## config.mk

```make
export PLATFORM = sky130hd
export DESIGN_NAME = nn_layer_buf_mem
export DESIGN_NICKNAME = d
export VERILOG_FILES = /design/src/rtl/nn_layer_buf_mem.sv
export SDC_FILE = /design/constraint.sdc
export NUM_CORES = 1
export LEC_CHECK = 0
export ABC_AREA = 1
export CAP_MARGIN = 20
export CORE_MARGIN = 2
export CORE_UTILIZATION = 35
export DETAILED_ROUTE_END_ITERATION = 12
export DONT_BUFFER_PORTS = 1
export PLACE_DENSITY_LB_ADDON = 0.12
export SLEW_MARGIN = 20
export SYNTH_ARGS = -nofsm -noshare
export SYNTH_HDL_FRONTEND = slang
export SYNTH_SLANG_ARGS = --single-unit
export TNS_END_PERCENT = 1
```

## constraint.sdc

```tcl
create_clock -name clk -period 9.9 [get_ports clk]
set_input_delay 1.98 -clock clk [delete_from_list [all_inputs] [get_ports clk]]
set_output_delay 1.98 -clock clk [all_outputs]
set_load 0.05 [all_outputs]
```

## src/rtl/nn_layer_buf_mem.sv

```systemverilog
// Layer activation buffer: self-clearing sweep after reset/clr_req, 1-cycle registered read, sticky range error.
// NN_BUF_ACC_EN enables saturating accumulate-writes via wr_acc; without it every write overwrites.
module nn_layer_buf_mem #(
  parameter int DATA_W = 32,
  parameter int DEPTH  = 10,
  parameter int ADDR_W = 16
) (
  input  logic              clk,
  input  logic              resetn,
  input  logic              clr_req,
  input  logic              wr_en,
  input  logic [ADDR_W-1:0] wr_addr,
  input  logic [DATA_W-1:0] wr_data,
  input  logic              wr_acc,
  input  logic              rd_en,
  input  logic [ADDR_W-1:0] rd_addr,
  output logic [DATA_W-1:0] rd_data,
  output logic              rd_valid,
  output logic              busy,
  output logic              oob_err
);

  localparam int                IDX_W    = $clog2(DEPTH);
  localparam logic [IDX_W-1:0]  LAST_IDX = IDX_W'(DEPTH - 1);
  localparam logic [ADDR_W:0]   DEPTH_A  = (ADDR_W + 1)'(DEPTH);

  typedef enum logic {S_INIT, S_RUN} state_t;

  state_t            state_q, state_d;
  logic [IDX_W-1:0]  clr_ptr;
  logic [DATA_W-1:0] mem [DEPTH];

  logic              wr_ok, rd_ok;
  logic [IDX_W-1:0]  wr_idx, rd_idx;
  logic [DATA_W-1:0] wr_val;
  logic              mem_we;
  logic [IDX_W-1:0]  mem_waddr;
  logic [DATA_W-1:0] mem_wdata;
  logic              run_acc;

  // Full-width compare: an address like 0x100A must not alias onto entry 10 mod 2^IDX_W.
  assign wr_ok  = {1'b0, wr_addr} < DEPTH_A;
  assign rd_ok  = {1'b0, rd_addr} < DEPTH_A;
  assign wr_idx = wr_addr[IDX_W-1:0];
  assign rd_idx = rd_addr[IDX_W-1:0];

`ifdef NN_BUF_ACC_EN
  logic [DATA_W-1:0] acc_old;
  logic [DATA_W:0]   acc_sum;
  logic [DATA_W-1:0] acc_sat;

  always_comb begin
    acc_old = mem[wr_idx];
    acc_sum = {acc_old[DATA_W-1], acc_old} + {wr_data[DATA_W-1], wr_data};
    acc_sat = acc_sum[DATA_W-1:0];
    // Sign bits disagree only on overflow; the extra bit holds the true sign.
    if (acc_sum[DATA_W] != acc_sum[DATA_W-1])
      acc_sat = acc_sum[DATA_W] ? {1'b1, {(DATA_W-1){1'b0}}} : {1'b0, {(DATA_W-1){1'b1}}};
    wr_val = wr_acc ? acc_sat : wr_data;
  end
`else
  logic unused_wr_acc;
  assign unused_wr_acc = wr_acc;
  assign wr_val        = wr_data;
`endif

  // Accesses only count in RUN and never alongside a clear request.
  assign run_acc = (state_q == S_RUN) && !clr_req;

  always_comb begin
    state_d   = state_q;
    busy      = 1'b0;
    mem_we    = 1'b0;
    mem_waddr = '0;
    mem_wdata = '0;
    case (state_q)
      S_INIT: begin
        busy      = 1'b1;
        mem_we    = resetn;
        mem_waddr = clr_ptr;
        if (clr_ptr == LAST_IDX) state_d = S_RUN;
      end
      S_RUN: begin
        if (clr_req) begin
          state_d = S_INIT;
        end else if (wr_en && wr_ok) begin
          mem_we    = resetn;
          mem_waddr = wr_idx;
          mem_wdata = wr_val;
        end
      end
      default: state_d = S_INIT;
    endcase
  end

  always_ff @(posedge clk) begin
    if (!resetn) begin
      state_q  <= S_INIT;
      clr_ptr  <= '0;
      rd_data  <= '0;
      rd_valid <= 1'b0;
      oob_err  <= 1'b0;
    end else begin
      state_q  <= state_d;
      rd_valid <= 1'b0;
      if (state_q == S_INIT) begin
        clr_ptr <= (clr_ptr == LAST_IDX) ? '0 : clr_ptr + 1'b1;
      end else if (clr_req) begin
        clr_ptr <= '0;
        oob_err <= 1'b0;
      end
      if (run_acc && rd_en) begin
        rd_valid <= 1'b1;
        rd_data  <= rd_ok ? mem[rd_idx] : '0;
      end
      if (run_acc && ((rd_en && !rd_ok) || (wr_en && !wr_ok)))
        oob_err <= 1'b1;
    end
  end

  // Read above samples the pre-edge contents, giving read-before-write on a shared address.
  always_ff @(posedge clk) begin
    if (mem_we) mem[mem_waddr] <= mem_wdata;
  end

endmodule
```

# After elaboration in Yosys (flattened, before gate mapping)
# Memory sizes are Yosys's and may differ from the RTL's.
# Cells that the tools add are included.
# totals
ff_bits	39
latchBits	0
ramBits	320
mem_bits_ro	0
in_bits	70
output_inout_bits	35
elab_cells	48
n_memories	1
# memory_table
memory	depth	width	rd	rd_ports_with_merged_regs	write_ports	line_no	text
mem	10	32	1	0	1	31	logic [DATA_W-1:0] mem [DEPTH];
# op_classes
n_addsub	1
multipliers	0
div_mod_pow	0
n_lt_le_gt_ge	2
n_eq_ne	2
shifts	0
mux	23
n_bitwise	1
n_reduce_logical	13
# op_table
op	n
2-to-1 mux 32 bit	4
less-than comparator 16 x 4 -> 1 bit, second input constant	2
2-to-1 mux 4 bit	5
2-to-1 mux 1 bit	11
case mux 4 bit (2 select lines)	1
logical AND 1 bit	6
adder 4 x 1 -> 4 bit, second input constant	1
== test 4 bit, second input constant	1
case mux 1 bit (2 select lines)	2
nonzero test 2 bit	2
zero test 1 bit	3
inequality test 2 bit, second input constant	1
AND reduction 2 bit	1
logical OR 1 bit	1
NOT 1 bit	1

# Logic depth before layout (Yosys ltp)
# Gate-level depths: netlist (run 1).
# depth
word_depth	7
mapped_depth	11
depth_no_buf	9

# Worst setup path before layout (run 1)
# No wires, ideal clock.
# synth_timing
kind	input port to flip-flop
from	in wr_addr[4]
to	mem mem[0][0] (enable)
arrival_time_ns	4.123
required_ns	9.479
slack_ns	5.356
cell_stages	9
path_cell_list	nor2_1 > nand2_1 > nor2_2 > nand3_1 > nand2_2 > nand2_1 > nor2_2 > nand2_1 > nor2_1
# synth_between
elab_chain_len	7
word_cells_on_any_way	10
classes_between	1 x order compare; 8 x mux; 1 x reduce/logical
# synth_rtl
item	line_no	text
start, declared	12	input logic [ADDR_W-1:0] wr_addr,
less-than comparator 16 x 4 -> 1 bit *	42	assign wr_ok = {1'b0, wr_addr} < DEPTH_A;
logical AND 1 bit *	86	end else if (wr_en && wr_ok) begin
2-to-1 mux 1 bit	86	
2-to-1 mux 1 bit	84	if (clr_req) begin
case mux 1 bit (2 select lines)	76	case (state_q)
2-to-1 mux 1 bit	123	if (mem_we) mem[mem_waddr] <= mem_wdata;
2-to-1 mux 1 bit (implied by the code)	123	
end, declared	31	
# Mark *: on every way between the ends. The rest lies on a longest branch, timed or not.

# Worst setup path in the final report (run 1)
# layout_timing
from	in rd_addr[3]
to	reg rd_data[31]
# layout_between
elab_chain_len	2
word_cells_on_any_way	3
classes_between	1 x order compare; 1 x mux; 1 x memory
# layout_rtl
item	line_no	text
start, declared	16	input logic [ADDR_W-1:0] rd_addr,
less-than comparator 16 x 4 -> 1 bit / memory (10 x 32 bit) (equally long branches)	--	
2-to-1 mux 32 bit *	114	rd_data <= rd_ok ? mem[rd_idx] : '0;
end signal, assigned	114	
end, declared	17	output logic [DATA_W-1:0] rd_data,
# Marked as above.
# A chain may end at the register's enable or synchronous reset.

==> results.md, run 1 <==
* Hold-fix buffers at CTS at 0
* Clock Tree Buf Depth at 3
* Area of the mapped netlist at approximately 15000 sq um
* Share of layout cells above drive strength 1 at 0.0684
* Worst path max stage delay at 0.70 ns
* Adder-Cell Fraction of Synth Area at 0.00172
* Compound-Gate Fraction of Synth Area at 0.0271
* Synth area leader: edfxtp_1
* Final Power at approximately 3.2 mW
* Count of input and output buffers at 0
* Max-cap viol count at 0
* IO Count at approximately 110
* Hold path cells at 2
* Grt ovf at 0
* Highest routed metal layer: met4
* Total Neg Setup Slack at 0 ns
* CP max FO at 65
* DRC violations left at 0
* Clock Skew at 0.00812 ns
* DP Worst Slack at approximately 5.4 ns
* End of the worst register-to-register path: mem[9][2]
* Crit start category: input pin
* RSZ-0062 raised after global routing: no
* Leakage at 5.54 nW
* Count of final max-slew check failures at 0
* Crit path capture type: flop
* Status: completed
* Post-CTS Repair Setup Buffers at 0
* Cell Count Post-Placement at 1763
* Worst path arrival time at 4.45 ns
* Nets at 1345
* First-pass GRT wire length at 54.7 mm
* Register area share after synthesis at 0.716
* Gr usage total at 0.168
* Critical path type: input pin to flop
* Final worst slack at 5.90 ns
* Hold_sp: clr_ptr[3]
* Period minus WS final at 4.00 ns
* Layout fillers at 3935
* DR pass1 iterations at 4
* R2r startpoint: state_q
* Register area at a little over 10000 sq um
* Syn Inst Count at 1290
* Die Ht at 208 um
* Non-filler cells, final at roughly 1800
* Setup violations, final at 0
* CTS buffer count at 40
* Pwr/cell area at 198 nW/um^2
* Synth warnings at 0
* Htree depth at 2
* Post-Synth XOR/XNOR Area at 0
* Die ar. at 43100 sq um
* Hold EP: clr_ptr[3]
* Row count at 74
* Slew HR at 0.290
* Routed length on met2 at 17.8 mm
* Cts repair resizes at 0
* Simple-Gate Fraction of Synth Area at 0.212
* Synth area leaders: edfxtp_1 (66%), nand2_1 (9.9%), nand3_1 (8.9%)
* Post-synth EDFFs at 320
* Core ar. at 40800 sq um
* Syn avg cell area at 11.2 sq um
* Peak supply drop at 0.0000924 V
* Critical path origin: rd_addr[3]
* Vias per std cell at between 4 and 5
* Largest net degree at the start of global routing at ~160
* M1 WL at 16.3 mm
* Post-detail-place hpwl at roughly 17 mm
* CTS tree: built
* Area grow syn2layout at 11.4%
* TritonCTS Sinks at around 360
* Most used flip-flop cell after synthesis: edfxtp_1
* Post-DRT Antenna Nets at 0
* Initial DRC count at 540
* Vias at around 9000
* Slew at the pin with the worst max-slew slack at 1.07 ns
* Share of the synthesized area in the top cell type at 0.662
* Clk slew on worst S/H paths at 0.06 ns
* Wirelength, routed at 36.4 mm
* CP cell instances: clkinv_2 > buf_4 > nor2_1 > nor2_1 > nand3_1 > inv_2 > nand3_1 > a21oi_1
* WL met3 at 1.71 mm
* Multi-input gate area at 3570 sq um
* Vias in the first global route at 8744
* Netlist cell types at 24
* Final RePlAce weighted congestion at 0.738
* Clock root cell: clkbuf_16
* End-of-flow core utilization at 0.396
* Wire per inst at just under 20 um
* Fin crit share at 0.404
* Async SR Flop Fraction at 0
* Syn_nets at 1362
* Critical Path RT at 10.36 ns
* Initial Util at 0.355
* Hold Path Class: flop to flop
* Antenna cells at 0
* Clk Latency, worst-skew pair at roughly 0.52 ns
* FF-to-FF setup slack at 7.10 ns
* Initial antenna violation count at 0
* DIE WIDTH at 208 um
* Hold Fails Final Rpt at 0
* Most frequent cells in the layout: nand2_1 (381), edfxtp_1 (320), nand3_1 (258)
* Reg2Reg Depth at 9
* Synthesized flop and latch total at between 300 and 400
* Fmax at approximately 250 MHz
* Slowest CP cell: inv_2
* Mux cell area share after synthesis at 0
* Commonest non-fill, non-tap cell in the layout: nand2_1
* Main combinational cell family by area after synthesis: simple AND/OR/NAND/NOR gates
## flip-flops by register name, indices dropped and copies added, names as in the netlist
name / count
oob_err: 1
rd_valid: 1
mem: 320
rd_data: 32
state_q: 1
clr_ptr: 4
## power breakdown
group          internal [mW]  switching, mW
Sequential              1.67        0.00842
Clock                  0.809          0.572
Combinational         0.0414         0.0986
## worst max-delay path: cells and delay by family
kind,cells,cell delay (ns)
simple gates,4,0.80
compound gates,1,0.20
buf+inv,3,1.41
## kinds of logic after synthesis
logic type | count (synthesis)
fa+ha+maj | 2
buf+inv | 129
compound gates | 77
flops | 359
simple gates | 723
## layer usage
layer,up-vias,GRT usage
met3,38,0.0304
met2,163,0.288
met4,0,0.0404
li1,4426,-
met5,-,0
met1,4379,0.221
## worst max path at each step
stage,end,slack [ns],cells after the start
6_report,rd_data[31],5.90,8
5_1_grt,rd_data[30],5.71,10
4_1_cts,rd_data[31],5.91,8
3_5_place_dp,rd_data[18],5.36,8
3_3_place_gp,rd_data[18],5.38,8
2_1_floorplan,mem[0][0],5.36,9
## through the flow
stage / hold WS (ns) / area, sq um
2_1_floorplan: 0.470 / 14500
6_report: 0.501 / 16200
3_5_place_dp: 0.498 / 15000
5_1_grt: 0.543 / 16200
3_3_place_gp: 0.487 / 15000
4_1_cts: 0.505 / 16200
## area by class of cell
cell class	instances	area share
Clock buffer	53	0.0663
Clock inverter	18	0.00813
Inverter	53	0.0126
Multi-Input combinational cell	802	0.221
Sequential cell	359	0.643
Tap cell	532	0.0412
Timing Repair Buffer	17	0.00790
## cell usage after synthesis, types with 4 or more instances
library cell / n
nand2_1: 381
edfxtp_1: 320
nand3_1: 258
nor2_1: 75
a21oi_1: 69
inv_1: 48
dfxtp_1: 39
buf_2: 35
clkbuf_1: 18
buf_4: 10
buf_6: 8
buf_1: 5
inv_2: 4
nor2_2: 4
o21ai_0: 4
(Power assumes the default switching activity.)
==> inputs of run 2 (changes only) <==
==> constraint.sdc (replaced) <==
create_clock -name clk -period 3.6 [get_ports clk]
set_input_delay 0.72 -clock clk [delete_from_list [all_inputs] [get_ports clk]]
set_output_delay 0.72 -clock clk [all_outputs]
set_load 0.05 [all_outputs]
==> run 2 against run 1 <==
  * Utilization up 0.51 points
  * First-iteration DRC count up 10%
  * Cell area up 1.3%
  * Critical path depth up 1
  * Setup slack worse by 5.2 ns
  * Critical path type is now flop to flop
  * Critical endpoint is now mem[8][17]
==> results.md, run 2 (synthesis results as in run 1) <==
* Final RePlAce weighted congestion at 0.738 (about the same)
* Vias in the first global route at 8864 (was 8744)
* DRC violations left at 0 (unchanged)
* Crit start category: flop (was input pin)
* Nets at 1357 (was 1345)
* Setup violations, final at 0 (unchanged)
* Max reg flops at 320 (unchanged)
* Crit path capture type: flop (unchanged)
* Clock root cell: clkbuf_16 (unchanged)
* Hold_sp: resetn (was clr_ptr[3])
* Critical Path RT at 3.84 ns (was 10.36 ns)
* Slew HR at 0.295 (was 0.290)
* Core ar. at 40800 sq um (unchanged)
* Max-cap viol count at 0 (unchanged)
* Count of final max-slew check failures at 0 (unchanged)
* Clk slew on worst S/H paths at 0.06 ns (about the same)
* Critical path type: flop to flop (was input pin to flop)
* Count of input and output buffers at 0 (unchanged)
* Fin crit share at 0.802
* Vias per std cell at 4.94 (was 4.91)
* Die ar. at 43100 sq um (unchanged)
* Fmax at between 300 and 400 MHz
* Hold-fix buffers at CTS at 0 (unchanged)
* Post-DRT Antenna Nets at 0 (unchanged)
* Most flops, register: mem (unchanged)
* Critical path origin: state_q (was rd_addr[3])
* Share of layout cells above drive strength 1 at 0.0783 (was 0.0684)
* Post-CTS Repair Setup Buffers at 0 (unchanged)
* RSZ-0062 raised after global routing: no (unchanged)
* Most frequent cells in the layout: nand2_1 (381), edfxtp_1 (320), nand3_1 (258) (unchanged)
* IO Count at 105 (unchanged)
* Hold Path Class: input pin to flop (was flop to flop)
* Vias at 9116 (was 9006)
* Clock Skew at 0.00905 ns (was 0.00812 ns)
* Register area at 10400 sq um (unchanged)
* Total Neg Setup Slack at 0 ns (unchanged)
* Largest net degree at the start of global routing at 163 (unchanged)
* Initial Util at 0.355 (unchanged)
* Final Power at 8.92 mW (was 3.20 mW)
* Biggest regs: mem (320), rd_data (32), clr_ptr (4) (unchanged)
* Hold Fails Final Rpt at 0 (unchanged)
* R2r startpoint: state_q (unchanged)
* CTS buffer count at 41 (was 40)
* CTS tree: built (unchanged)
* First-pass GRT wire length at 55.1 mm (was 54.7 mm)
* CP max FO at 25 (was 65)
* Slew at the pin with the worst max-slew slack at 1.05 ns (was 1.07 ns)
* Leakage at 5.63 nW (was 5.54 nW)
* Grt ovf at 0 (unchanged)
* Post-detail-place hpwl at 19.1 mm (was 17.3 mm)
* DR pass1 iterations at 5 (was 4)
* Peak supply drop at 0.000269 V (was 0.0000924 V)
* Worst path arrival time at 3.13 ns (was 4.45 ns)
* Gr usage total at 0.168 (about the same)
* Area grow syn2layout at 12.8% (was 11.4%)
* Clk Latency, worst-skew pair at 0.54 ns (was 0.52 ns)
* Period minus WS final at about 2.9 ns
* Cts repair resizes at 0 (unchanged)
* Pwr/cell area at 545 nW/um^2 (was 198 nW/um^2)
* Wirelength, routed at 36.1 mm (was 36.4 mm)
* Row count at 74 (unchanged)
* Initial DRC count at 594 (was 540)
* Commonest non-fill, non-tap cell in the layout: nand2_1 (unchanged)
* Initial antenna violation count at 0 (unchanged)
* Layout fillers at 3865 (was 3935)
* Status: completed (unchanged)
* Multi-input gate area at 3570 sq um (unchanged)
* Wire per inst at 19.5 um (was 19.8 um)
* Htree depth at 2 (unchanged)
* Die Ht at 208 um (unchanged)
* Antenna cells at 0 (unchanged)
* Clock Tree Buf Depth at 3 (unchanged)
* DIE WIDTH at 208 um (unchanged)
* TritonCTS Sinks at 359 (unchanged)
==> run 2: cell count changes in the layout (fill, tap and decap cells not counted), sizes merged <==
cell and delta:
clkinv -7, buf +11, inv +3, clkinvlp +2, clkbuf +4
==> run 2: critical path: stages, from the launching register on <==
cell     delay (ns)
dfxtp_1        0.49
inv_2          0.22
nor3_4         0.26
nand3_2        0.10
nor2_1         0.11
nor2_1         0.07
inv_1          0.05
nand2_1        0.12
nor2_4         0.82
buf_4          0.33
==> run 2: power by group <==
group / switching, mW / leakage, nW / internal, mW
sequential: 0.0231 / 2.88 / 4.58
combinational: 0.272 / 2.16 / 0.128
clock: 1.61 / 0.600 / 2.30
==> run 2: cell type report <==
class                           count  share of cell area
Tap cell                          532              0.0407
Clock inverter                     16             0.00787
Clock buffer                       57              0.0682
Sequential cell                   359               0.635
Multi-Input combinational cell    802               0.218
Inverter                           53              0.0123
Timing Repair Buffer               28              0.0182
==> run 2: per-stage QoR <==
stage / util / area (sq um) / setup WS (ns) / hold slack, ns / std cells
2_1_floorplan: - / 14500 / 0.316 / 0.470 / 1290
3_3_place_gp: 0.370 / 15100 / 0.337 / 0.492 / 1774
3_5_place_dp: 0.370 / 15100 / 0.356 / 0.496 / 1774
4_1_cts: 0.401 / 16400 / 0.629 / 0.396 / 1847
5_1_grt: 0.401 / 16400 / 0.418 / 0.416 / 1847
6_report: 0.401 / 16400 / 0.714 / 0.416 / 1847
==> run 2: final timing paths <==
path	depth (start not counted)	slack, ns	end
min reg2reg	2	0.50	clr_ptr[3]
max	9	0.71	mem[8][17]
min	2	0.42	oob_err
max reg2reg	9	0.71	mem[8][17]
==> run 2: routing by layer <==
layer  GRT usage  vias to the layer above  share of wire
met4      0.0436                        0          0.019
li1            -                     4453              -
met5           0                        -              0
met2       0.280                      139           0.48
met3      0.0313                       47          0.030
met1       0.226                     4477           0.47
